<file path="src/rtl/serial_add.sv">
// -----------------------------------------------------------------------------
// serial_add
//   Bit-serial two's-complement adder. One full-adder cell and a carry
//   flip-flop produce one result bit per clock, LSB first. A start/busy/done
//   handshake lets a sequencer issue operations back-to-back: a start seen in
//   the DONE cycle is accepted immediately.
//
//   Optional feature: define SERIAL_ADD_SUB_EN to add a 'sub' port. With
//   sub=1 the adder computes input_1 - input_2 (B inverted, carry-in forced
//   to 1, cin ignored); cout=1 then means "no borrow".
//
// Ports
//   clk          rising-edge clock
//   rst          asynchronous, active-high reset
//   start        request a new operation (sampled in IDLE or DONE only)
//   input_1      operand A, latched on the accepting edge
//   input_2      operand B, latched on the accepting edge
//   cin          carry-in, latched on the accepting edge
//   sub          (SERIAL_ADD_SUB_EN only) subtract select, latched with operands
//   busy         high while bits are being processed
//   done         one-cycle pulse, result valid
//   add_out      sum, held until the next completed operation
//   cout         carry out of the MSB, held
//   add_overflow signed overflow, held
// -----------------------------------------------------------------------------
module serial_add #(
  parameter int WIDTH = 8
) (
  input  logic             clk,
  input  logic             rst,
  input  logic             start,
  input  logic [WIDTH-1:0] input_1,
  input  logic [WIDTH-1:0] input_2,
  input  logic             cin,
`ifdef SERIAL_ADD_SUB_EN
  input  logic             sub,
`endif
  output logic             busy,
  output logic             done,
  output logic [WIDTH-1:0] add_out,
  output logic             cout,
  output logic             add_overflow
);

  localparam int CNT_W = (WIDTH > 1) ? $clog2(WIDTH) : 1;
  localparam logic [CNT_W-1:0] LAST_BIT = CNT_W'(WIDTH - 1);

  typedef enum logic [1:0] {
    IDLE,
    SHIFT,
    DONE
  } state_t;

  state_t           state;
  logic [WIDTH-1:0] a_q;      // operand A; its vacated MSBs collect the sum
  logic [WIDTH-1:0] b_q;      // operand B (inverted when subtracting)
  logic             c_q;      // running carry
  logic             a_msb;    // operand sign bits captured at latch time
  logic             b_msb;
  logic [CNT_W-1:0] cnt;

  logic [WIDTH-1:0] b_load;
  logic             c_load;
  logic             sum_bit;
  logic             carry_bit;

`ifdef SERIAL_ADD_SUB_EN
  // a - b == a + ~b + 1
  assign b_load = sub ? ~input_2 : input_2;
  assign c_load = sub ? 1'b1     : cin;
`else
  assign b_load = input_2;
  assign c_load = cin;
`endif

  // The single full-adder cell.
  assign sum_bit   = a_q[0] ^ b_q[0] ^ c_q;
  assign carry_bit = (a_q[0] & b_q[0]) | (a_q[0] & c_q) | (b_q[0] & c_q);

  // NOTE: all state updates below use non-blocking assignments so every
  // register samples the values from before the edge, like real flip-flops.
  always_ff @(posedge clk or posedge rst) begin
    if (rst) begin
      state        <= IDLE;
      a_q          <= '0;
      b_q          <= '0;
      c_q          <= 1'b0;
      a_msb        <= 1'b0;
      b_msb        <= 1'b0;
      cnt          <= '0;
      busy         <= 1'b0;
      done         <= 1'b0;
      add_out      <= '0;
      cout         <= 1'b0;
      add_overflow <= 1'b0;
    end else begin
      done <= 1'b0;
      case (state)
        IDLE, DONE: begin
          if (start) begin
            a_q   <= input_1;
            b_q   <= b_load;
            c_q   <= c_load;
            a_msb <= input_1[WIDTH-1];
            b_msb <= b_load[WIDTH-1];
            cnt   <= '0;
            busy  <= 1'b1;
            state <= SHIFT;
          end else begin
            state <= IDLE;
          end
        end

        SHIFT: begin
          // A shifts right and the new sum bit enters from the MSB side, so
          // after WIDTH shifts a_q holds the complete sum without a separate
          // result shift register. add_out keeps the previous result.
          a_q <= {sum_bit, a_q[WIDTH-1:1]};
          b_q <= {1'b0, b_q[WIDTH-1:1]};
          c_q <= carry_bit;
          cnt <= cnt + CNT_W'(1);
          if (cnt == LAST_BIT) begin
            state        <= DONE;
            busy         <= 1'b0;
            done         <= 1'b1;
            add_out      <= {sum_bit, a_q[WIDTH-1:1]};
            cout         <= carry_bit;
            // Same-signed operands producing a differently-signed sum.
            add_overflow <= (a_msb == b_msb) && (sum_bit != a_msb);
          end
        end

        default: state <= IDLE;
      endcase
    end
  end

endmodule
</file>
<file path="config.mk">
export PLATFORM = sky130hd
export DESIGN_NAME = serial_add
export DESIGN_NICKNAME = d
export VERILOG_FILES = /design/src/rtl/serial_add.sv
export SDC_FILE = /design/constraint.sdc
export NUM_CORES = 1
export LEC_CHECK = 0
export ABC_CLOCK_PERIOD_IN_PS = 1820
export CAP_MARGIN = 20
export CORE_ASPECT_RATIO = 1.75
export CORE_MARGIN = 2
export CORE_UTILIZATION = 50
export DETAILED_ROUTE_END_ITERATION = 12
export PLACE_DENSITY = 0.78
export SYNTH_ARGS = -nofsm -noshare
export SYNTH_HDL_FRONTEND = slang
export SYNTH_SLANG_ARGS = --single-unit
</file>
<file path="constraint.sdc">
create_clock -name clk -period 1.82 [get_ports clk]
set_input_delay 0.364 -clock clk [delete_from_list [all_inputs] [get_ports clk]]
set_output_delay 0.364 -clock clk [all_outputs]
set_load 0.05 [all_outputs]
</file>
==> results of run 1 <==
==> final cells by class <==
class / instances / area (µm²)
clock buffer: 6 / 72.57
sequential: 36 / 900.9
clock inverter: 1 / 5.005
tap: 42 / 52.55
inverter: 3 / 11.26
multi-input combinational: 100 / 590.6
fill: 245 / 1010
timing repair buffer: 36 / 317.8
==> logic make-up after synthesis <==
family / count (synthesis) / synth area share [%]
compound gates: 23 / 9.470
fa+ha+maj: 3 / 2.889
buf+inv: 12 / 4.334
flops: 36 / 57.78
mux: 9 / 7.704
simple gates: 65 / 17.82
==> critical path, cell delays in order (launching register included) <==
cell and delay, ns:
dfrtp_1 0.41, fa_1 0.62, and3b_1 0.19, a21oi_1 0.13, o21ai_0 0.08
==> how the worst max path moves through the flow <==
stage / start / end / slack (ns) / cells after the start
floorplan: cnt[0] / add_out[0] / 0.38 / 5
global placement: start / b_q[3] / 0.25 / 5
detailed placement: start / b_q[5] / 0.21 / 5
CTS: a_q[0] / add_overflow / 0.27 / 4
global route: a_q[0] / add_overflow / 0.21 / 4
finish: a_q[0] / add_overflow / 0.27 / 4
==> routing by layer <==
layer  global-route usage (%)  vias up  part of all wire (%)
li1                         -      563                     -
met1                    20.59      562                    40
met2                    31.11       36                    52
met3                    6.977        5                   5.5
met4                    8.857        0                   1.8
met5                        0        -                     0
==> where the power goes <==
group          switching [mW]  internal (mW)  leakage [nW]
logic                    1.00          0.688         0.471
clock network           0.263          0.260        0.0410
registers               0.235           1.17         0.410
==> state kept, by name (all words and copies together), names as in the netlist <==
| name | count |
|---|---|
| busy | 1 |
| cnt | 3 |
| cout | 1 |
| add_out | 8 |
| b_msb | 1 |
| done | 1 |
| c_q | 1 |
| b_q | 8 |
| a_q | 8 |
| state | 2 |
| add_overflow | 1 |
| a_msb | 1 |
==> layout by cell type, fill, tap and decap left out <==
cell type        synthesis  layout
clkbuf_1                 0       1
mux2_4                   5       5
fa_1                     1       1
buf_4                    2      17
a31oi_1                 15      15
a21oi_1                  1       1
a22o_1                   3       3
o21ai_0                  3       3
nand2_1                 40      40
clkbuf_8                 0       5
nand2b_1                 2       2
nand3b_4                 1       1
clkinv_2                 0       1
ha_1                     2       2
and3b_1                  1       1
clkdlybuf4s50_1          0      19
inv_1                    3       3
mux2_2                   4       4
nor2_1                  17      17
nor2b_1                  2       2
nand3_1                  2       2
dfrtp_1                 36      36
a22oi_1                  1       1
==> Yosys cell counts, types with 2 or more instances <==
cell type,count
a22o_1,3
a31oi_1,15
buf_2,6
buf_4,2
dfrtp_1,36
ha_1,2
inv_1,3
mux2_2,4
mux2_4,5
nand2_1,40
nand2b_1,2
nand3_1,2
nor2_1,17
nor2b_1,2
o21ai_0,3
==> stage by stage <==
stage / util, % / hold slack, ns / worst slack [ns] / instances
finish: 65.89 / 0.4785 / 0.2745 / 224
global route: 65.89 / 0.5271 / 0.2057 / 224
CTS: 65.89 / 0.4871 / 0.2702 / 224
detailed placement: 63.27 / 0.4736 / 0.2071 / 217
global placement: 63.27 / 0.4629 / 0.2491 / 217
floorplan: - / 0.4597 / 0.3798 / 148
==> metrics.cfg, run 1 <==
[status]
status=complete, no violations

[clock_tree]
cts_buffer_depth=2
postCtsSetupBuffers=0
clock_sinks=36
numCtsBuffers=5
path_clk_slew_ns=0.07
cts_tree=built
clk_latency_ns=0.29
cts_max_level=2
post_cts_resized=0
root_buffer=clkbuf_8
hold_buffers=0

[yosys]
synth_seq_cells=36
ys_async_sr_fraction_pct=100.0
synth_top_area_cell=dfrtp_1
yosys-top-cells-area=dfrtp_1 (58%), nand2_1 (9.6%), a31oi_1 (6.0%)
synth_top_area_share_pct=57.78
netlist_instances=148
synth-main-ff-cell=dfrtp_1
synth_cell_types=21
syn-num-nets=171
seq_area_frac_synth_pct=57.78
ys_warn_count=0
synth_enable_flop_cells=0
syn_area_um2=1559
syn_avg_cell_area_um2=10.53

[sta]
tightest_slew_ns=0.4437
drv_slew=0
setup_viol=0
rsz0062_at_grt=false
max_freq_ghz=0.6470
finalSetupTns_ns=0
layout_min_cycle_time_ns=1.545
slew_headroom_pct=70.42
layout_worst_path_cycle_share_pct=84.92
report.final.hold_viol_count=0
finClkSkew_ns=0.004417

[critical_path]
end_kind=flop
cp-start-kind=flop
arrival_ns=1.71
path_max_fanout=4
reg2reg_slack_ns=0.27
regToRegStartpoint=a_q[0]
worstRegToRegCells=4
cp.required_ns=1.99
rr_endpoint=add_overflow
criticalPathCategory=reg -> reg

[floorplanning]
core_um2=2960
start_util_pct=52.66
chipWidth_um=46.21
die_area_um2=3598
ios=32
die_h_um=77.87
num_rows=26

[route]
via_count=1166
drc=0
drt_pass1_iterations=4
wl_per_cell_um=12.95
viasPerCell=5.205
antenna_left=0
drtIter0Drc=19
routed_wl_um=2901

[finish]
antenna_cells=0
nets=205
drive_above_1_share_pct=18.13
design_area_um2=1951
area_growth_pct=25.12

[grt]
grt_max_degree=37
antenna_found_initial=0
grt_util_all_layers_pct=18.99
grt_overflow_total=0
grt_pass1_wl_um=4864
first_global_vias=1143

[power_and_ir_drop]
vdd_drop_max_uv=1024
powerDensity_nw_per_um2=1855
leakagePower_nw=0.9222
total_power_mw=3.619

[flow_run]
maxCapViolCount=0

[placement]
dpl-instance-area_um2=1873
port_buffers=31
gp_congestion=0.7301
hpwl_um=2070

[worst_hold_path]
hold_path.class=in -> async

Note: power is estimated with default switching activity, not from simulation.
==> run 2: changes to the inputs <==
Settings changed: ABC_CLOCK_PERIOD_IN_PS 1820 to 1400, CORE_UTILIZATION 50 to 45, PLACE_DENSITY 0.78 to 0.74.
Clock period 1.82 ns to 1.4 ns, I/O delays scaled along.
==> metrics.cfg, run 2 (synthesis results as in run 1) <==
[status]
status=finished with violations
failed_checks=negative setup slack

[sta]
report.final.hold_viol_count=0  ; unchanged
finalSetupTns_ns=-0.1796  ; -0.1796 ns
setup_viol=6  ; +6
tightest_slew_ns=0.2878  ; -0.1559 ns
layout_min_cycle_time_ns=1.460  ; -0.08542 ns
finClkSkew_ns=0.003579  ; -0.0008381 ns
rsz0062_at_grt=true
max_freq_ghz=0.6849  ; +5.9%
slew_headroom_pct=80.77  ; +10 points
worst_slack_ns=-0.06007  ; -0.3346 ns
layout_worst_path_cycle_share_pct=104.3  ; +19 points
drv_slew=0  ; unchanged

[grt]
grt_util_all_layers_pct=17.72  ; -1.3 points
first_global_vias=1199  ; +4.9%
antenna_found_initial=0  ; unchanged
grt_overflow_total=0  ; unchanged
grt_max_degree=37  ; unchanged
grt_pass1_wl_um=5306  ; +9.1%

[power_and_ir_drop]
clockPowerShare_pct=12.7  ; -1.7 points
pwr-share-comb_pct=51.2  ; +4.5 points
intPower_mw=3.242  ; +53%
powerDensity_nw_per_um2=2453  ; +32%
leakagePower_nw=1.012  ; +9.7%
total_power_mw=5.371  ; +48%
switching_share_pct=39.63  ; -1.8 points
switchingPower_mw=2.129  ; +42%
vdd_drop_max_uv=1128  ; +10%
power_frac_seq_pct=36.1  ; -2.8 points

[floorplanning]
ios=32  ; unchanged
die_h_um=81.87  ; +5.1%
num_rows=28  ; +7.7%
die_area_um2=3970  ; +10%
start_util_pct=46.35  ; -6.3 points
chipWidth_um=48.50  ; +4.9%
core_um2=3363  ; +14%

[finish]
reg_top3=a_q x8, add_out x8, b_q x8
drive_above_1_share_pct=21.93  ; +3.8 points
fill_cells=294  ; +20%
ff_latch_area_um2=900.9  ; unchanged
nets=210  ; +2.4%
final_cell_mix=nand2_1 (40), dfrtp_1 (36), clkdlybuf4s50_1 (19), nor2_1 (17), a31oi_1 (15)
final_common_cell=nand2_1
multiInputGateArea_um2=620.6  ; +5.1%
design_area_um2=2190  ; +12%
area_growth_pct=40.45
post-route-util_pct=65.10  ; -0.79 points
antenna_cells=0  ; unchanged

[route]
highest_layer=met4
wl_met2_um=1765  ; +16%
viasPerCell=5.073  ; -2.5%
drc=0  ; unchanged
antenna_left=0  ; unchanged
drt_pass1_iterations=5  ; +1
dr_wl_met3_um=145  ; -9.4%
wl_per_cell_um=14.04  ; +8.4%
via_count=1177  ; +0.94%
routed_wl_um=3258  ; +12%
drtIter0Drc=20  ; +1
wl_met1_um=1267  ; +8.5%

[clock_tree]
path_clk_slew_ns=0.07  ; about the same
hold_buffers=0  ; unchanged
root_buffer=clkbuf_8
numCtsBuffers=5  ; unchanged
cts_buffer_depth=2  ; unchanged
cts_tree=built
clock_sinks=36  ; unchanged
cts_max_level=2  ; unchanged
clk_latency_ns=0.29  ; about the same

[critical_path]
max_stage_delay_ns=0.58  ; -0.04 ns
end_kind=flop
crit_buf_inv=0  ; unchanged
cp.required_ns=1.58  ; -0.41 ns
worstRegToRegCells=4  ; unchanged
cp-start-kind=flop
criticalPathCategory=reg -> reg
path_max_fanout=3  ; -1
regToRegStartpoint=c_q
reg2reg_slack_ns=-0.06  ; -0.33 ns
rr_endpoint=add_overflow
crit_cells=4  ; unchanged
cp_cell_sequence=fa_1 -> and3b_1 -> a21oi_2 -> o21ai_1
crit_path_start=c_q
worst_path_max_delay_cell=fa_1
cp_top_family=adder cells
endpoint=add_overflow
arrival_ns=1.64  ; -0.07 ns

[placement]
preCtsSetupSlack_ns=-0.1749  ; -0.3820 ns
gp_congestion=0.7936  ; +8.7%
port_buffers=31  ; unchanged
hpwl_um=2298  ; +11%
dpl-instance-area_um2=2087  ; +11%

[worst_hold_path]
hold_path.class=in -> async

[flow_run]
maxCapViolCount=0  ; unchanged

run 2: changes by cell type in the layout (fill, tap and decap cells not counted), sizes merged:
cell / before / now
buf: 17 / 21
nand3b: 1 / 2
run 2: final cells by class:
cell class | count | area share (%)
flip-flops and latches | 36 | 41.14
multi-input cells | 101 | 28.34
repair buffers | 40 | 23.89
clock buffers | 6 | 3.314
well taps | 45 | 2.571
inverters | 3 | 0.5143
clock inverters | 1 | 0.2286
run 2: per-layer routing:
layer / up-vias / GRT usage [%]
li1: 570 / -
met1: 562 / 20.24
met2: 37 / 30.28
met3: 8 / 3.818
met4: 0 / 11.43
met5: - / 0
run 2: timing repair:
| item | in CTS | in global routing |
|---|---|---|
| hold endpoints to repair | 0 | 0 |
| pin swaps | 0 | 0 |
| setup buffers | 0 | 0 |
| gates resized for setup | 0 | 2 |
| endpoints found under the setup margin | 6 | 11 |
| cloned | 0 | 1 |
run 2: worst min path at each step:
stage | start | endpoint | slack [ns] | depth (start not counted)
2_1_floorplan | input_1[7] | a_msb | 0.39 | 2
3_3_place_gp | a_msb | a_msb | 0.48 | 2
3_5_place_dp | b_msb | b_msb | 0.49 | 2
4_1_cts | rst | add_out[1] | 0.35 | 3
5_1_grt | rst | add_out[2] | 0.35 | 3
6_report | rst | add_out[1] | 0.34 | 3
run 2: stage by stage:
| stage | cells | hold WS (ns) |
|---|---|---|
| after global routing | 232 | 0.3543 |
| after detailed placement | 224 | 0.4902 |
| after floorplan | 148 | 0.3854 |
| after global placement | 224 | 0.4794 |
| final | 232 | 0.3435 |
| after CTS | 231 | 0.3454 |
run 2: power groups by stage:
stage	registers (mW)	logic [mW]	clock network [mW]
2_1_floorplan	2.28	1.21	0
3_3_place_gp	1.91	2.61	0
3_5_place_dp	1.95	2.69	0
4_1_cts	1.93	2.69	0.703
5_1_grt	2.00	2.97	0.741
6_report	1.94	2.75	0.683
run 2: worst register-to-register path: stages, from the launching register on:
cell     delay (ns)
dfrtp_1        0.40
fa_1           0.58
and3b_1        0.20
a21oi_2        0.11
o21ai_1        0.06
